**src/rtl/mem_arb_pkg.sv**
```systemverilog
// -----------------------------------------------------------------------------
// mem_arb_pkg
// Shared types for the unified-memory arbiter: sequencer state, requester
// identity, the reset value of the round-robin history, and the two-way
// round-robin pick used at grant time.
// -----------------------------------------------------------------------------
package mem_arb_pkg;

  typedef enum logic [1:0] {
    IDLE   = 2'd0,
    ACCESS = 2'd1,
    DONE   = 2'd2
  } arb_state_t;

  typedef enum logic {
    CORE = 1'b0,
    EXT  = 1'b1
  } requester_t;

  // EXT as the last owner out of reset lets the core win the first tie.
  localparam requester_t LAST_RESET = EXT;

  // Round-robin pick. Only called when at least one request is present.
  function automatic requester_t rr_pick(input logic       core_req,
                                         input logic       ext_req,
                                         input requester_t last);
    requester_t pick;
    if (core_req && ext_req) pick = (last == CORE) ? EXT : CORE;
    else if (core_req)       pick = CORE;
    else                     pick = EXT;
    return pick;
  endfunction

endpackage

```
**src/rtl/mem_arbiter.sv**
```systemverilog
// -----------------------------------------------------------------------------
// mem_arbiter
// Two-port arbiter and access sequencer for the single unified memory.
// One requester is granted per transfer (round-robin on ties); the memory
// enable is held for WAIT_CYCLES cycles, then the owner gets a one-cycle done
// pulse with registered read data.
//
// Ports
//   clk, reset                      clock, asynchronous active-high reset
//   core_req/we/addr/wdata          core request (held until core_done)
//   core_done, core_rdata           core completion pulse and read data
//   ext_req/we/addr/wdata           secondary requester (loader / debug)
//   ext_done, ext_rdata             secondary completion pulse and read data
//   mem_en, mem_we                  memory enable and write strobe
//   mem_addr, mem_wdata             memory address and write data
//   mem_rdata                       memory read data (valid on last ACCESS)
// -----------------------------------------------------------------------------
module mem_arbiter
  import mem_arb_pkg::*;
#(
  parameter int ADDR_W      = 32,
  parameter int DATA_W      = 32,
  parameter int WAIT_CYCLES = 1
) (
  input  logic              clk,
  input  logic              reset,
  input  logic              core_req,
  input  logic              core_we,
  input  logic [ADDR_W-1:0] core_addr,
  input  logic [DATA_W-1:0] core_wdata,
  output logic              core_done,
  output logic [DATA_W-1:0] core_rdata,
  input  logic              ext_req,
  input  logic              ext_we,
  input  logic [ADDR_W-1:0] ext_addr,
  input  logic [DATA_W-1:0] ext_wdata,
  output logic              ext_done,
  output logic [DATA_W-1:0] ext_rdata,
  output logic              mem_en,
  output logic              mem_we,
  output logic [ADDR_W-1:0] mem_addr,
  output logic [DATA_W-1:0] mem_wdata,
  input  logic [DATA_W-1:0] mem_rdata
);

  localparam int CNT_W = (WAIT_CYCLES < 2) ? 1 : $clog2(WAIT_CYCLES + 1);
  localparam logic [CNT_W-1:0] CNT_START = CNT_W'(WAIT_CYCLES - 1);

  arb_state_t        state_q, state_d;
  requester_t        owner_q, owner_d;
  requester_t        last_q,  last_d;
  logic [CNT_W-1:0]  cnt_q,   cnt_d;
  logic              we_q,    we_d;
  logic [ADDR_W-1:0] addr_q,  addr_d;
  logic [DATA_W-1:0] wdata_q, wdata_d;
  logic [DATA_W-1:0] rdata_q, rdata_d;

  // State register.
  // NOTE: sequential state uses non-blocking assignments so every flop samples
  // the pre-edge values regardless of statement order.
  always_ff @(posedge clk or posedge reset) begin
    if (reset) begin
      state_q <= IDLE;
      owner_q <= CORE;
      last_q  <= LAST_RESET;
      cnt_q   <= '0;
      we_q    <= 1'b0;
      addr_q  <= '0;
      wdata_q <= '0;
      rdata_q <= '0;
    end else begin
      state_q <= state_d;
      owner_q <= owner_d;
      last_q  <= last_d;
      cnt_q   <= cnt_d;
      we_q    <= we_d;
      addr_q  <= addr_d;
      wdata_q <= wdata_d;
      rdata_q <= rdata_d;
    end
  end

  // Next-state and datapath logic.
  always_comb begin
    // NOTE: every signal gets a hold default first so no path through the
    // case statement can leave one unassigned and infer a latch.
    state_d = state_q;
    owner_d = owner_q;
    last_d  = last_q;
    cnt_d   = cnt_q;
    we_d    = we_q;
    addr_d  = addr_q;
    wdata_d = wdata_q;
    rdata_d = rdata_q;

    unique case (state_q)
      IDLE: begin
        if (core_req || ext_req) begin
          owner_d = rr_pick(core_req, ext_req, last_q);
          // Latch the winner's command so the memory side never depends
          // combinationally on the request inputs.
          if (owner_d == CORE) begin
            we_d    = core_we;
            addr_d  = core_addr;
            wdata_d = core_wdata;
          end else begin
            we_d    = ext_we;
            addr_d  = ext_addr;
            wdata_d = ext_wdata;
          end
          cnt_d   = CNT_START;
          state_d = ACCESS;
        end
      end
      ACCESS: begin
        if (cnt_q == '0) begin
          if (!we_q) rdata_d = mem_rdata;
          last_d  = owner_q;
          state_d = DONE;
        end else begin
          cnt_d = cnt_q - CNT_W'(1);
        end
      end
      DONE:    state_d = IDLE;
      default: state_d = IDLE;
    endcase
  end

  // Outputs, decoded from registered state only.
  always_comb begin
    mem_en     = (state_q == ACCESS);
    // The counter still holds its start value only on the first ACCESS cycle.
    mem_we     = mem_en && we_q && (cnt_q == CNT_START);
    mem_addr   = mem_en ? addr_q  : '0;
    mem_wdata  = mem_en ? wdata_q : '0;
    core_done  = (state_q == DONE) && (owner_q == CORE);
    ext_done   = (state_q == DONE) && (owner_q == EXT);
    core_rdata = rdata_q;
    ext_rdata  = rdata_q;
  end

endmodule

```
**config.mk**
```make
export PLATFORM = sky130hd
export DESIGN_NAME = mem_arbiter
export DESIGN_NICKNAME = d
export VERILOG_FILES = /design/src/rtl/mem_arb_pkg.sv /design/src/rtl/mem_arbiter.sv
export SDC_FILE = /design/constraint.sdc
export NUM_CORES = 1
export LEC_CHECK = 0
export ABC_AREA = 1
export CAP_MARGIN = 0
export CORE_ASPECT_RATIO = 0.6
export CORE_MARGIN = 10
export CORE_UTILIZATION = 41
export CTS_CLUSTER_SIZE = 28
export DETAILED_ROUTE_END_ITERATION = 6
export PLACE_DENSITY = 0.81
export SYNTH_ARGS = -nofsm -noshare
export SYNTH_HDL_FRONTEND = slang
export SYNTH_SLANG_ARGS = --single-unit
```
**constraint.sdc**
```tcl
create_clock -name clk -period 4.05 [get_ports clk]
set_input_delay 1.0125 -clock clk [delete_from_list [all_inputs] [get_ports clk]]
set_output_delay 1.0125 -clock clk [all_outputs]
set_load 0.1 [all_outputs]
```
* Yosys cells after proc, flatten, opt, wreduce, memory -nomap -nowiden
Index checks and enable logic that the tools add are counted.
** Word-level totals
- Register bits :: 102
- Bits of input ports :: 166
- Output and inout bits :: 132
** Operators by class
- Add/subtract/negate cells :: 1
- Equality and inequality tests :: 4
- Mux-type cells :: 16
- Bitwise gates (word level) :: 3
- Reductions and logical operators :: 13
** Operators by type and width (count)
- $mux W32 :: 4
- $mux W1 :: 8
- $reduce_and A2 Y1 :: 4
- $logic_and A1 B1 Y1 :: 5
- $mux W2 :: 2
- $ne A2 B2 Y1 const B :: 2
- $pmux W2 S2 :: 1
- $not A1 Y1 :: 3
- $reduce_and A3 Y1 :: 1
- $eq A2 B1 Y1 const B :: 1
- $eq A2 B2 Y1 const B :: 1
- $logic_not A2 Y1 :: 1
- $pmux W1 S2 :: 1
- $reduce_bool A2 Y1 :: 1
- $logic_or A1 B1 Y1 :: 1
- $sub A1 B1 Y1 const B :: 1

* Longest topological paths before layout
- Depth in word-level cells :: 5
- Mapped depth :: 8

* Worst setup path after synthesis
OpenSTA, ideal clock, no wires.
- Path kind :: register -> output
- Start point :: register state_q[1]
- End point :: output port ext_done
- Data arrival time :: 2511 ps
- Slack :: 527 ps
- Cell stages (with the launch flop) :: 3
- Path buffers :: 0
- Cell sequence :: dfrtp_1 > inv_2 > nor3_1
** On the way
- Longest elaborated chain between the ends :: 2
** Ends and longest elaborated chain
- start: declaration :: RTL line mem_arbiter.sv:49 : arb_state_t state_q, state_d;
- start signal: assignment :: RTL line mem_arbiter.sv:72 : state_q <= state_d;
- $eq A2 B2 Y1 :: RTL line mem_arbiter.sv:137 : ext_done = (state_q == DONE) && (owner_q == EXT);
- $logic_and A1 B1 Y1 :: RTL line mem_arbiter.sv:137
- end: declaration :: RTL line mem_arbiter.sv:37 : output logic ext_done,
Every way passes these cells.

* Final worst setup path
- Start point :: register state_q[1]
- End point :: output port core_done
** On the way
- Longest elaborated chain between the ends :: 2
** Ends and longest elaborated chain
- $eq A2 B2 Y1 :: RTL line mem_arbiter.sv:136 : core_done = (state_q == DONE) && (owner_q == CORE);
- $logic_and A1 B1 Y1 :: RTL line mem_arbiter.sv:136
- end: declaration :: RTL line mem_arbiter.sv:31 : output logic core_done,
Every way passes these cells.

==> flow_summary.yaml <==
routing:
  routed_via_density: 4.608
  wl_mm: 21.30
  ant_nets: 0
  wl_per_cell_um: 16.11
  firstDrtPassIters: 5
  vias: 6092
  route.detailed.drc: 0
  first_iter_violations: 426
die:
  rows: 33
  ios: 298
  die_x_um: 174.8
  coreArea_um2: 13870
  die_h_um: 112.9
  die_area_um2: 19730
  start_util_pct: 42.49
sta:
  relSlewSlack_pct: 27.16
  setup_tns_ns: 0
  timing.fmax_ghz: 0.3181
  skew_ns: 0.009718
  final_hold_viol_count: 0
  setup_viol: 0
  hold_slack_ns: 0.4771
  fin_crit_sh_pct: 77.63
  slew_viol_final: 0
  period_needed_ns: 3.144
  rsz0062_at_grt: "false"
  worst_slew_pin_slew_ns: 1.090
  setup_slack_ns: 0.9059
synth:
  synth_cell_types: 14
  synth_top_family_by_area: "simple AND/OR/NAND/NOR gates"
  syn_nets: 1052
  synth_fa_ha_area_share_pct: 0
  synthTopCellsByCount: "nand2_1 (265), inv_1 (197), nand3_1 (162)"
  netlist_area_um2: 5894
  netlist.area_leader.share_pct: 42.45
  ys_async_sr_fraction_pct: 100.0
  netlist_top_cells_area: "dfrtp_1 (42%), nand2_1 (17%), nand3_1 (14%)"
  synth-compound-area-share_pct: 0.1698
  muxShareOfSynthArea_pct: 0
  synth_top_area_cell: "dfrtp_1"
  yosys.area_share.simple_pct: 35.45
  synth.most_common_cell: "nand2_1"
  yosysWarnings: 0
  synth_area_per_cell_um2: 6.653
  yosysSeqAreaShare_pct: 42.90
  synthFlopType: "dfrtp_1"
  synth-xor-area-share_pct: 0
  synth_edf_count: 0
  ys_ff_latch: 101
  netlist_instances: 886
global_routing:
  antenna_found_initial: 2
  grtUsageTotal_pct: 21.16
  grt_pass1_wl_mm: 33.88
  grt_max_degree: 69
  grt_pass1_vias: 6032
  grt_overflow: 0
job:
  maxCapViolations: 0
place:
  port_buffers: 297
  place_ws_ns: 1.255
  dp_hpwl_mm: 16.26
  placed_cells: 1305
  place.gp.congestion: 0.8215
clock_network:
  cts.sinks: 101
  holdBufCountCts: 0
  cts_setup_buffers: 0
  cts_buffers: 9
  cts_max_level: 3
  clk_pin_slew_ns: 0.06
  max-clock-path-buffers: 2
  root_buffer: "clkbuf_16"
  clk_latency_ns: 0.33
  cts_resized: 0
  cts_tree: "done"
final_layout:
  drive_above_1_share_pct: 9.300
  fillers: 1138
  final_net_count: 1290
  area_delta_synth_final_pct: 63.32
  final_cells: 1322
worst_setup_path:
  path_class: "reg2out"
  critPathCaptureType: "primary output"
  path_max_fanout: 3
  worstSetupStartpoint: "state_q[1]"
  r2r_setup_slack_ns: 1.85
  critical_path.startpoint_type: "register"
  reg2reg_depth: 5
  r2r_end: "core_rdata[21]"
  cp.required_ns: 3.04
  critPathCapture: "core_done"
  critPathArrivalTime_ns: 2.13
  regToRegStartpoint: "state_q[1]"
worst_hold_path:
  hp-class: "reg2reg"
outcome:
  status: "finished clean"
-- how the worst min path moves through the flow --
stage / cells after the start / slack, ns / end / from
floorplan: 2 / 0.45 / addr_q[0] / addr_q[0]
global placement: 2 / 0.46 / wdata_q[8] / wdata_q[8]
detailed placement: 2 / 0.46 / addr_q[16] / addr_q[16]
CTS: 2 / 0.48 / addr_q[16] / addr_q[16]
global route: 2 / 0.50 / wdata_q[9] / wdata_q[9]
finish: 2 / 0.48 / addr_q[27] / addr_q[27]
-- layer usage --
metal	wire length, um	GRT usage (%)	share of wire, %
met4	218	4.049	1.0
met3	2119	8.732	9.9
met2	10340	34.99	49
met5	13	0	0.061
met1	8606	25.60	40
-- state kept, by name, summed over array words and instances, names as in the netlist --
name        flops
wdata_q        32
addr_q         32
core_rdata     32
state_q         2
we_q            1
owner_q         1
last_q          1
-- cells by family after synthesis --
family,Yosys count
DFF,101
buffers and inverters,285
and+or+nand+nor,498
AOI/OAI and AO/OA,2
-- critical path, stage by stage (launching register included) --
cell             delay, ns
dfrtp_1               0.43
inv_2                 0.07
nor3_1                0.14
clkdlybuf4s50_1       1.16
-- stage by stage --
stage               instance area, um^2  util (%)
floorplan                          5894         -
global placement                   9345     67.36
detailed placement                 9345     67.36
CTS                                9624     69.37
global route                       9627     69.39
finish                             9627     69.39
-- cells in the final DEF (no fill, tap or decap), types with 2 or more instances in the layout --
| cell | Yosys | layout |
|---|---|---|
| nand2_1 | 265 | 263 |
| nand3_1 | 162 | 162 |
| clkdlybuf4s50_1 | 0 | 229 |
| inv_1 | 197 | 196 |
| buf_4 | 42 | 15 |
| nor3_1 | 2 | 2 |
| dfrtp_1 | 100 | 100 |
| nor2_1 | 67 | 67 |
| clkbuf_1 | 10 | 2 |
| buf_12 | 0 | 65 |
| clkinvlp_4 | 0 | 2 |
| clkbuf_16 | 0 | 9 |
| inv_2 | 4 | 4 |
| o21ai_0 | 2 | 2 |
| nor2_4 | 2 | 2 |
| nand2_2 | 0 | 2 |
-- area by class of cell --
type	instances	area (um^2)	share of cell area (%)
clock buffer	12	246.5	2.560
inverter	202	760.7	7.902
antenna	1	2.502	0.02599
clock inverter	4	32.53	0.3379
sequential	101	2529	26.27
tap	192	240.2	2.495
multi-input combinational	500	2105	21.86
timing repair buffer	310	3711	38.55
Power is left out: the tool's default activity adds up to more than one toggle a clock period on the data nets, which glitch-free logic cannot reach.
